## src/rtl/arc4_phase_ctrl.sv

```systemverilog
// arc4_phase_ctrl
// ---------------
// Top-level sequencer for the ARC4 decryption datapath. One accepted request
// runs the init, KSA and PRGA sub-blocks back to back over their rdy/en
// handshakes. The block also owns the write/address port of the single-port
// S memory and hands it to whichever phase is currently active.
//
// Optional build feature: define ARC4_PHASE_CTRL_PERF_EN to add the
// 32-bit `cycles` output, a saturating count of non-idle cycles for the
// most recent request.
//
// Ports
//   clk, rst_n                      clock, asynchronous active-low reset
//   en / rdy                        start request / idle-and-ready
//   key_in / key_out                key sampled on accepted en / latched copy
//   phase                           0 idle, 1 init, 2 ksa, 3 prga
//   {init,ksa,prga}_en              one-cycle start pulses to sub-blocks
//   {init,ksa,prga}_rdy             sub-block ready inputs
//   {init,ksa,prga}_addr/wrdata/wren  per-requester S memory write port
//   s_addr / s_wrdata / s_wren      muxed S memory port
//   cycles                          (ARC4_PHASE_CTRL_PERF_EN only) run length

module arc4_phase_ctrl #(
    parameter int unsigned KEY_W  = 24,
    parameter int unsigned ADDR_W = 8,
    parameter int unsigned DATA_W = 8
) (
    input  logic              clk,
    input  logic              rst_n,

    input  logic              en,
    output logic              rdy,
    input  logic [KEY_W-1:0]  key_in,
    output logic [KEY_W-1:0]  key_out,
    output logic [1:0]        phase,

    output logic              init_en,
    output logic              ksa_en,
    output logic              prga_en,
    input  logic              init_rdy,
    input  logic              ksa_rdy,
    input  logic              prga_rdy,

    input  logic [ADDR_W-1:0] init_addr,
    input  logic [DATA_W-1:0] init_wrdata,
    input  logic              init_wren,
    input  logic [ADDR_W-1:0] ksa_addr,
    input  logic [DATA_W-1:0] ksa_wrdata,
    input  logic              ksa_wren,
    input  logic [ADDR_W-1:0] prga_addr,
    input  logic [DATA_W-1:0] prga_wrdata,
    input  logic              prga_wren,

    output logic [ADDR_W-1:0] s_addr,
    output logic [DATA_W-1:0] s_wrdata,
    output logic              s_wren
`ifdef ARC4_PHASE_CTRL_PERF_EN
    ,
    output logic [31:0]       cycles
`endif
);

    typedef enum logic [2:0] {
        StIdle    = 3'd0,
        StInitReq = 3'd1,
        StInitRun = 3'd2,
        StKsaReq  = 3'd3,
        StKsaRun  = 3'd4,
        StPrgaReq = 3'd5,
        StPrgaRun = 3'd6
    } state_e;

    state_e             r_state;
    state_e             w_state_d;
    logic               r_run_first;  // high during the first cycle of any X_RUN state
    logic               w_run_first_d;
    logic               w_key_load;
    logic [KEY_W-1:0]   r_key;

    // ------------------------------------------------------------------
    // State, key and first-run-cycle registers
    // ------------------------------------------------------------------
    always_ff @(posedge clk or negedge rst_n) begin
        if (!rst_n) begin
            r_state     <= StIdle;
            r_run_first <= 1'b0;
            r_key       <= '0;
        end else begin
            r_state     <= w_state_d;
            r_run_first <= w_run_first_d;
            if (w_key_load) begin
                r_key <= key_in;
            end
        end
    end

    assign key_out = r_key;

    // ------------------------------------------------------------------
    // Next-state and handshake outputs
    // ------------------------------------------------------------------
    // A sub-block only drops rdy the cycle after it samples en, so its rdy
    // is still high in the first RUN cycle; r_run_first masks that cycle.
    always_comb begin
        w_state_d     = r_state;
        w_run_first_d = 1'b0;
        w_key_load    = 1'b0;
        rdy           = 1'b0;
        init_en       = 1'b0;
        ksa_en        = 1'b0;
        prga_en       = 1'b0;

        unique case (r_state)
            StIdle: begin
                rdy = 1'b1;
                if (en) begin
                    w_key_load = 1'b1;
                    w_state_d  = StInitReq;
                end
            end
            StInitReq: begin
                if (init_rdy) begin
                    init_en       = 1'b1;
                    w_run_first_d = 1'b1;
                    w_state_d     = StInitRun;
                end
            end
            StInitRun: begin
                if (!r_run_first && init_rdy) begin
                    w_state_d = StKsaReq;
                end
            end
            StKsaReq: begin
                if (ksa_rdy) begin
                    ksa_en        = 1'b1;
                    w_run_first_d = 1'b1;
                    w_state_d     = StKsaRun;
                end
            end
            StKsaRun: begin
                if (!r_run_first && ksa_rdy) begin
                    w_state_d = StPrgaReq;
                end
            end
            StPrgaReq: begin
                if (prga_rdy) begin
                    prga_en       = 1'b1;
                    w_run_first_d = 1'b1;
                    w_state_d     = StPrgaRun;
                end
            end
            StPrgaRun: begin
                if (!r_run_first && prga_rdy) begin
                    w_state_d = StIdle;
                end
            end
            default: begin
                w_state_d = StIdle;
            end
        endcase
    end

    // ------------------------------------------------------------------
    // Phase indicator and S memory port mux (grant follows state group)
    // ------------------------------------------------------------------
    always_comb begin
        phase    = 2'd0;
        s_addr   = '0;
        s_wrdata = '0;
        s_wren   = 1'b0;

        unique case (r_state)
            StInitReq, StInitRun: begin
                phase    = 2'd1;
                s_addr   = init_addr;
                s_wrdata = init_wrdata;
                s_wren   = init_wren;
            end
            StKsaReq, StKsaRun: begin
                phase    = 2'd2;
                s_addr   = ksa_addr;
                s_wrdata = ksa_wrdata;
                s_wren   = ksa_wren;
            end
            StPrgaReq, StPrgaRun: begin
                phase    = 2'd3;
                s_addr   = prga_addr;
                s_wrdata = prga_wrdata;
                s_wren   = prga_wren;
            end
            default: begin
                phase = 2'd0;
            end
        endcase
    end

`ifdef ARC4_PHASE_CTRL_PERF_EN
    // ------------------------------------------------------------------
    // Run-length counter: cleared on acceptance, counts non-idle cycles,
    // saturates, and holds its final value while idle.
    // ------------------------------------------------------------------
    logic [31:0] r_cycles;

    always_ff @(posedge clk or negedge rst_n) begin
        if (!rst_n) begin
            r_cycles <= '0;
        end else if (r_state == StIdle) begin
            if (en) begin
                r_cycles <= '0;
            end
        end else if (r_cycles != 32'hFFFF_FFFF) begin
            r_cycles <= r_cycles + 32'd1;
        end
    end

    assign cycles = r_cycles;
`endif

endmodule

```

## config.mk

```make
export PLATFORM = sky130hd
export DESIGN_NAME = arc4_phase_ctrl
export DESIGN_NICKNAME = d
export VERILOG_FILES = /design/src/rtl/arc4_phase_ctrl.sv
export SDC_FILE = /design/constraint.sdc
export NUM_CORES = 1
export LEC_CHECK = 0
export CORE_MARGIN = 4
export CORE_UTILIZATION = 34
export CTS_CLUSTER_DIAMETER = 50
export DETAILED_ROUTE_END_ITERATION = 7
export PLACE_DENSITY = 0.92
export SYNTH_ARGS = -nofsm -noshare
export SYNTH_HDL_FRONTEND = slang
export SYNTH_SLANG_ARGS = --single-unit
export TNS_END_PERCENT = 5
```

## constraint.sdc

```tcl
create_clock -name clk -period 2.3 [get_ports clk]
set_clock_uncertainty 0.15 [all_clocks]
set_input_delay 0.46 -clock clk [delete_from_list [all_inputs] [get_ports clk]]
set_output_delay 0.46 -clock clk [all_outputs]
set_load 0.005 [all_outputs]
```

==> summary by stage, run 1 <==
Setup path
The critical path goes through clkdlybuf4s50_1 -> and2_1 -> clkdlybuf4s50_1. For the worst setup path, the data required time is 1.69 ns. The worst setup path is launched from an input pin. In this design, the stage delay of the slowest critical-path cell is 0.52 ns. The logic depth of the worst register-to-register path is 6.

The destination of the critical timing path is ksa_en. The launching instance or port of the critical path is ksa_rdy. The cell at the slowest stage of the critical path is sky130_fd_sc_hd__clkdlybuf4s50_1. In this design, the critical path's most frequently occurring cell is sky130_fd_sc_hd__clkdlybuf4s50_1. The critical path contains buffers and inverters numbering 2 combined. The critical path depth in cells is 3. The maximum fanout along the worst path is 3. The worst register-to-register path begins at r_state[1]. STA classifies the critical path endpoint as an output port. The kind of cell adding the most delay to the critical path is buffers and inverters. The data arrival time of the critical path is 1.66 ns. The capturing point of the worst reg2reg path is r_state[0]. The critical path start-end classification is in -> out. The register-to-register setup slack is 0.37 ns.

Worst hold path
The class of the worst hold path is reg -> reg.

Yosys
The register bit total from synthesis is 28. The synthesized area divided by synthesized cell count is 12.4 sq um. Sorting the synthesized cells by how often they occur yields sky130_fd_sc_hd__dfrtp_1, sky130_fd_sc_hd__mux2_4, sky130_fd_sc_hd__mux2i_1, sky130_fd_sc_hd__o2bb2ai_1.

The post-synthesis sequential area ratio is 41.8%. The async set-or-reset flop fraction in the synthesized netlist is 100%. The prevailing post-synth register cell is sky130_fd_sc_hd__dfrtp_1. Counting every instance in the synthesized netlist gives 135. The count of yosys warnings during synthesis is 0. Yosys mapped a number of flops with a built-in enable equal to 0.

The top cell type by area accounts for 41.8% of the synthesized area. When the netlist entered floorplanning its net count stood at 216. The cell area after technology mapping is 1680 sq um. The post-synthesis cell type count is 26. sky130_fd_sc_hd__dfrtp_1 is the most common cell in the netlist. The synthesized design spends more area on one cell type than any other, namely sky130_fd_sc_hd__dfrtp_1.

By area the synthesized netlist is led by sky130_fd_sc_hd__dfrtp_1, sky130_fd_sc_hd__mux2_4, sky130_fd_sc_hd__mux2i_1, sky130_fd_sc_hd__o2bb2ai_1, sky130_fd_sc_hd__mux2_2.

Clocking
The post-cts gate resize count is 21. The longest clock path from root to sink contains 2 buffers. The insertion delay to the later sink of the worst-skew pair is 0.28 ns. The CTS tree is yes.

The clock sink count is 28. The clock transition at the registers of the reported paths is 0.09 ns. The H-tree level count is 1. The number of hold buffers added after cts is 0. In this run, CTS created clock tree buffers numbering 3. The tree is rooted in a sky130_fd_sc_hd__clkbuf_8. After clock tree synthesis, the setup repair step added 0 buffers.

Cells and area
The filler cells instantiated in the layout total 385. The net count of the finished layout is 349. The final non-filler cell area is 3140 sq um. The total inserted antenna cells is 0. The fraction of layout cells with a size suffix above 1 is 18.0%. The area growth from synthesis to layout is 87.5%.

Power
The maximum vdd drop is 0.000657 V. The analysis attributes to cell leakage a power of 1.35 nW. Dividing total power by cell area gives a power density of 1190 nW/um^2.

Drt
The via-per-instance ratio is 4.84. Across all layers, the routed design uses 1617 vias. The routed length per placed instance is 16.2 um. The number of remaining DRC errors is 0. The initial detailed-routing violation count is 49. The count of nets left with antenna violations after detail routing is 0. The routed design has 5420 um of wire. The first detailed-routing pass ran for 3 iterations.

Global routing
The via count of the first global-routing pass is 1850. Entering global routing, the biggest net connects 29 pins. The total congestion overflow after global routing is 0. The first global-routing pass estimated 8580 um of wire. Global routing used 17.9% of the available tracks across all layers. The number of antenna violations at the first check in global routing is 0.

Flow run
The number of max-cap violations is 0.

Place
The standard cell area after detailed placement is 3070 sq um. The quantity of I/O buffers inserted on ports is 127. Routability-driven placement finished with a final weighted congestion of 0.701. The HPWL after detailed placement is 4530 um.

STA
Measured against its own limit, the worst slew margin works out to 76.7%. Based on the critical path, the design can be clocked at up to 0.441 GHz. The number of endpoints with negative hold slack in the final report is 0. Dividing the final minimum period by the clock period gives 98.5%.

The time the worst path needs with I/O delays and setup is 2.27 ns. For the pin with the worst max-slew slack, the measured transition is 0.349 ns. Across all hold checks on the routed design, the worst slack comes to 0.368 ns. Setup violations remaining at the end of the flow were counted as 0.

The count of final max-slew check failures was 0.

Die
The width of the die is 78.2 um. The initial cell density of the core is 35.3%. The floorplan step defined a die boundary enclosing 6120 sq um.

The overall die height is 78.2 um. The core region is 4750 sq um. The floorplan has 25 rows. During I/O placement, the number of pins put on the boundary was 128.

Status
The flow ran to the end, and the final reports show no timing, DRC or antenna violations.
==> worst min-delay path by stage <==
stage,startpoint,slack [ns],to,cells past startpoint
finish,key_out[5],0.37,key_out[5],1
global route,key_out[11],0.38,key_out[11],1
CTS,key_out[10],0.37,key_out[10],1
detailed placement,key_out[2],0.35,key_out[2],1
global placement,key_out[21],0.34,key_out[21],1
floorplan,rst_n,0.01,key_out[0],0
==> metrics by stage <==
step	cells	setup WS (ns)	setup TNS (ns)	total power [mW]	utilization [%]
floorplan	135	0.400	0	2.08	-
global route	334	-0.00487	-0.00893	4.01	66.1
finish	334	0.0345	0	3.75	66.1
CTS	334	-0.205	-0.205	3.78	65.7
global placement	330	-0.162	-0.237	3.44	64.6
detailed placement	330	-0.169	-0.371	3.53	64.6
==> layout by cell type (no fill, tap or decap) <==
master | Yosys | routed
sky130_fd_sc_hd__buf_12 | 0 | 2
sky130_fd_sc_hd__nor2b_2 | 0 | 1
sky130_fd_sc_hd__nand2_2 | 0 | 1
sky130_fd_sc_hd__nor3b_2 | 0 | 1
sky130_fd_sc_hd__nor3_1 | 1 | 1
sky130_fd_sc_hd__mux2i_1 | 17 | 17
sky130_fd_sc_hd__nand2b_1 | 3 | 3
sky130_fd_sc_hd__dfrtp_2 | 0 | 1
sky130_fd_sc_hd__o22ai_1 | 2 | 2
sky130_fd_sc_hd__a21oi_1 | 3 | 3
sky130_fd_sc_hd__nor3_2 | 1 | 1
sky130_fd_sc_hd__o21ai_0 | 3 | 3
sky130_fd_sc_hd__buf_6 | 3 | 1
sky130_fd_sc_hd__and2_1 | 2 | 2
sky130_fd_sc_hd__nand2_1 | 2 | 1
sky130_fd_sc_hd__dfrtp_1 | 28 | 27
sky130_fd_sc_hd__clkdlybuf4s50_1 | 0 | 107
sky130_fd_sc_hd__xnor2_2 | 0 | 1
sky130_fd_sc_hd__dlygate4sd2_1 | 0 | 19
sky130_fd_sc_hd__nor2_2 | 0 | 1
sky130_fd_sc_hd__bufinv_16 | 0 | 1
sky130_fd_sc_hd__inv_1 | 2 | 2
sky130_fd_sc_hd__xnor2_1 | 2 | 1
sky130_fd_sc_hd__buf_4 | 2 | 9
sky130_fd_sc_hd__a211oi_1 | 2 | 2
sky130_fd_sc_hd__mux2_4 | 20 | 20
sky130_fd_sc_hd__a21o_1 | 2 | 2
sky130_fd_sc_hd__nor2b_1 | 4 | 3
sky130_fd_sc_hd__mux2_1 | 1 | 1
sky130_fd_sc_hd__mux2_2 | 5 | 5
sky130_fd_sc_hd__clkbuf_8 | 0 | 3
sky130_fd_sc_hd__o2bb2ai_1 | 17 | 17
sky130_fd_sc_hd__nor2_1 | 4 | 3
sky130_fd_sc_hd__dlymetal6s2s_1 | 0 | 1
sky130_fd_sc_hd__and3_1 | 2 | 2
==> state kept, by name, indices dropped and copies added, names as in the netlist <==
register     count
r_run_first      1
r_state          3
key_out         24
==> worst reg2reg max path, stage by stage (launching register included) <==
cell	delay, ns
sky130_fd_sc_hd__dfrtp_1	0.44
sky130_fd_sc_hd__buf_4	0.20
sky130_fd_sc_hd__nand2b_1	0.17
sky130_fd_sc_hd__buf_4	0.14
sky130_fd_sc_hd__and3_1	0.19
sky130_fd_sc_hd__o22ai_1	0.18
sky130_fd_sc_hd__mux2_1	0.35
==> power breakdown <==
group	total [mW]	internal, mW	switching [mW]	leakage, nW
Sequential	0.902	0.743	0.158	0.332
Clock	0.390	0.233	0.156	0.0357
Combinational	2.46	1.54	0.918	0.978
Total	3.75	2.52	1.23	1.35
==> final cells by class <==
cell class                      count  area, sq um  share of cell area [%]
Timing Repair Buffer              139         1370                    43.5
Clock inverter                      1         30.0                   0.955
Clock buffer                        3         41.3                    1.31
Inverter                            2         7.51                   0.239
Sequential cell                    28          702                    22.3
Tap cell                           67         83.8                    2.67
Multi-Input combinational cell     94          911                    29.0
==> cells by family (layout without fill, tap and decap cells) <==
| family | Yosys count | count (layout) | share of synthesized area [%] |
|---|---|---|---|
| muxes | 43 | 43 | 32.1 |
| AOI/OAI and AO/OA | 29 | 29 | 13.2 |
| DFF | 28 | 28 | 41.8 |
| and+or+nand+nor | 20 | 20 | 6.79 |
| buffers and inverters | 13 | 145 | 5.07 |
| xor gates and xnor gates | 2 | 2 | 1.04 |
==> metal layers <==
layer | vias up | GRT usage, % | share of wire (%)
met5 | - | 0 | 0
met4 | 0 | 5.24 | 1.0
met3 | 4 | 7.57 | 12
met2 | 100 | 34.0 | 50
met1 | 754 | 17.5 | 37
li1 | 759 | - | -
No activity file was read; power rests on OpenSTA's default activity.
==> run 2, diff against run 1 <==
SLEW_MARGIN = 20   (was not set)
==> results of run 2 <==
Final layout, timing and power as in run 1 (identical DEF).
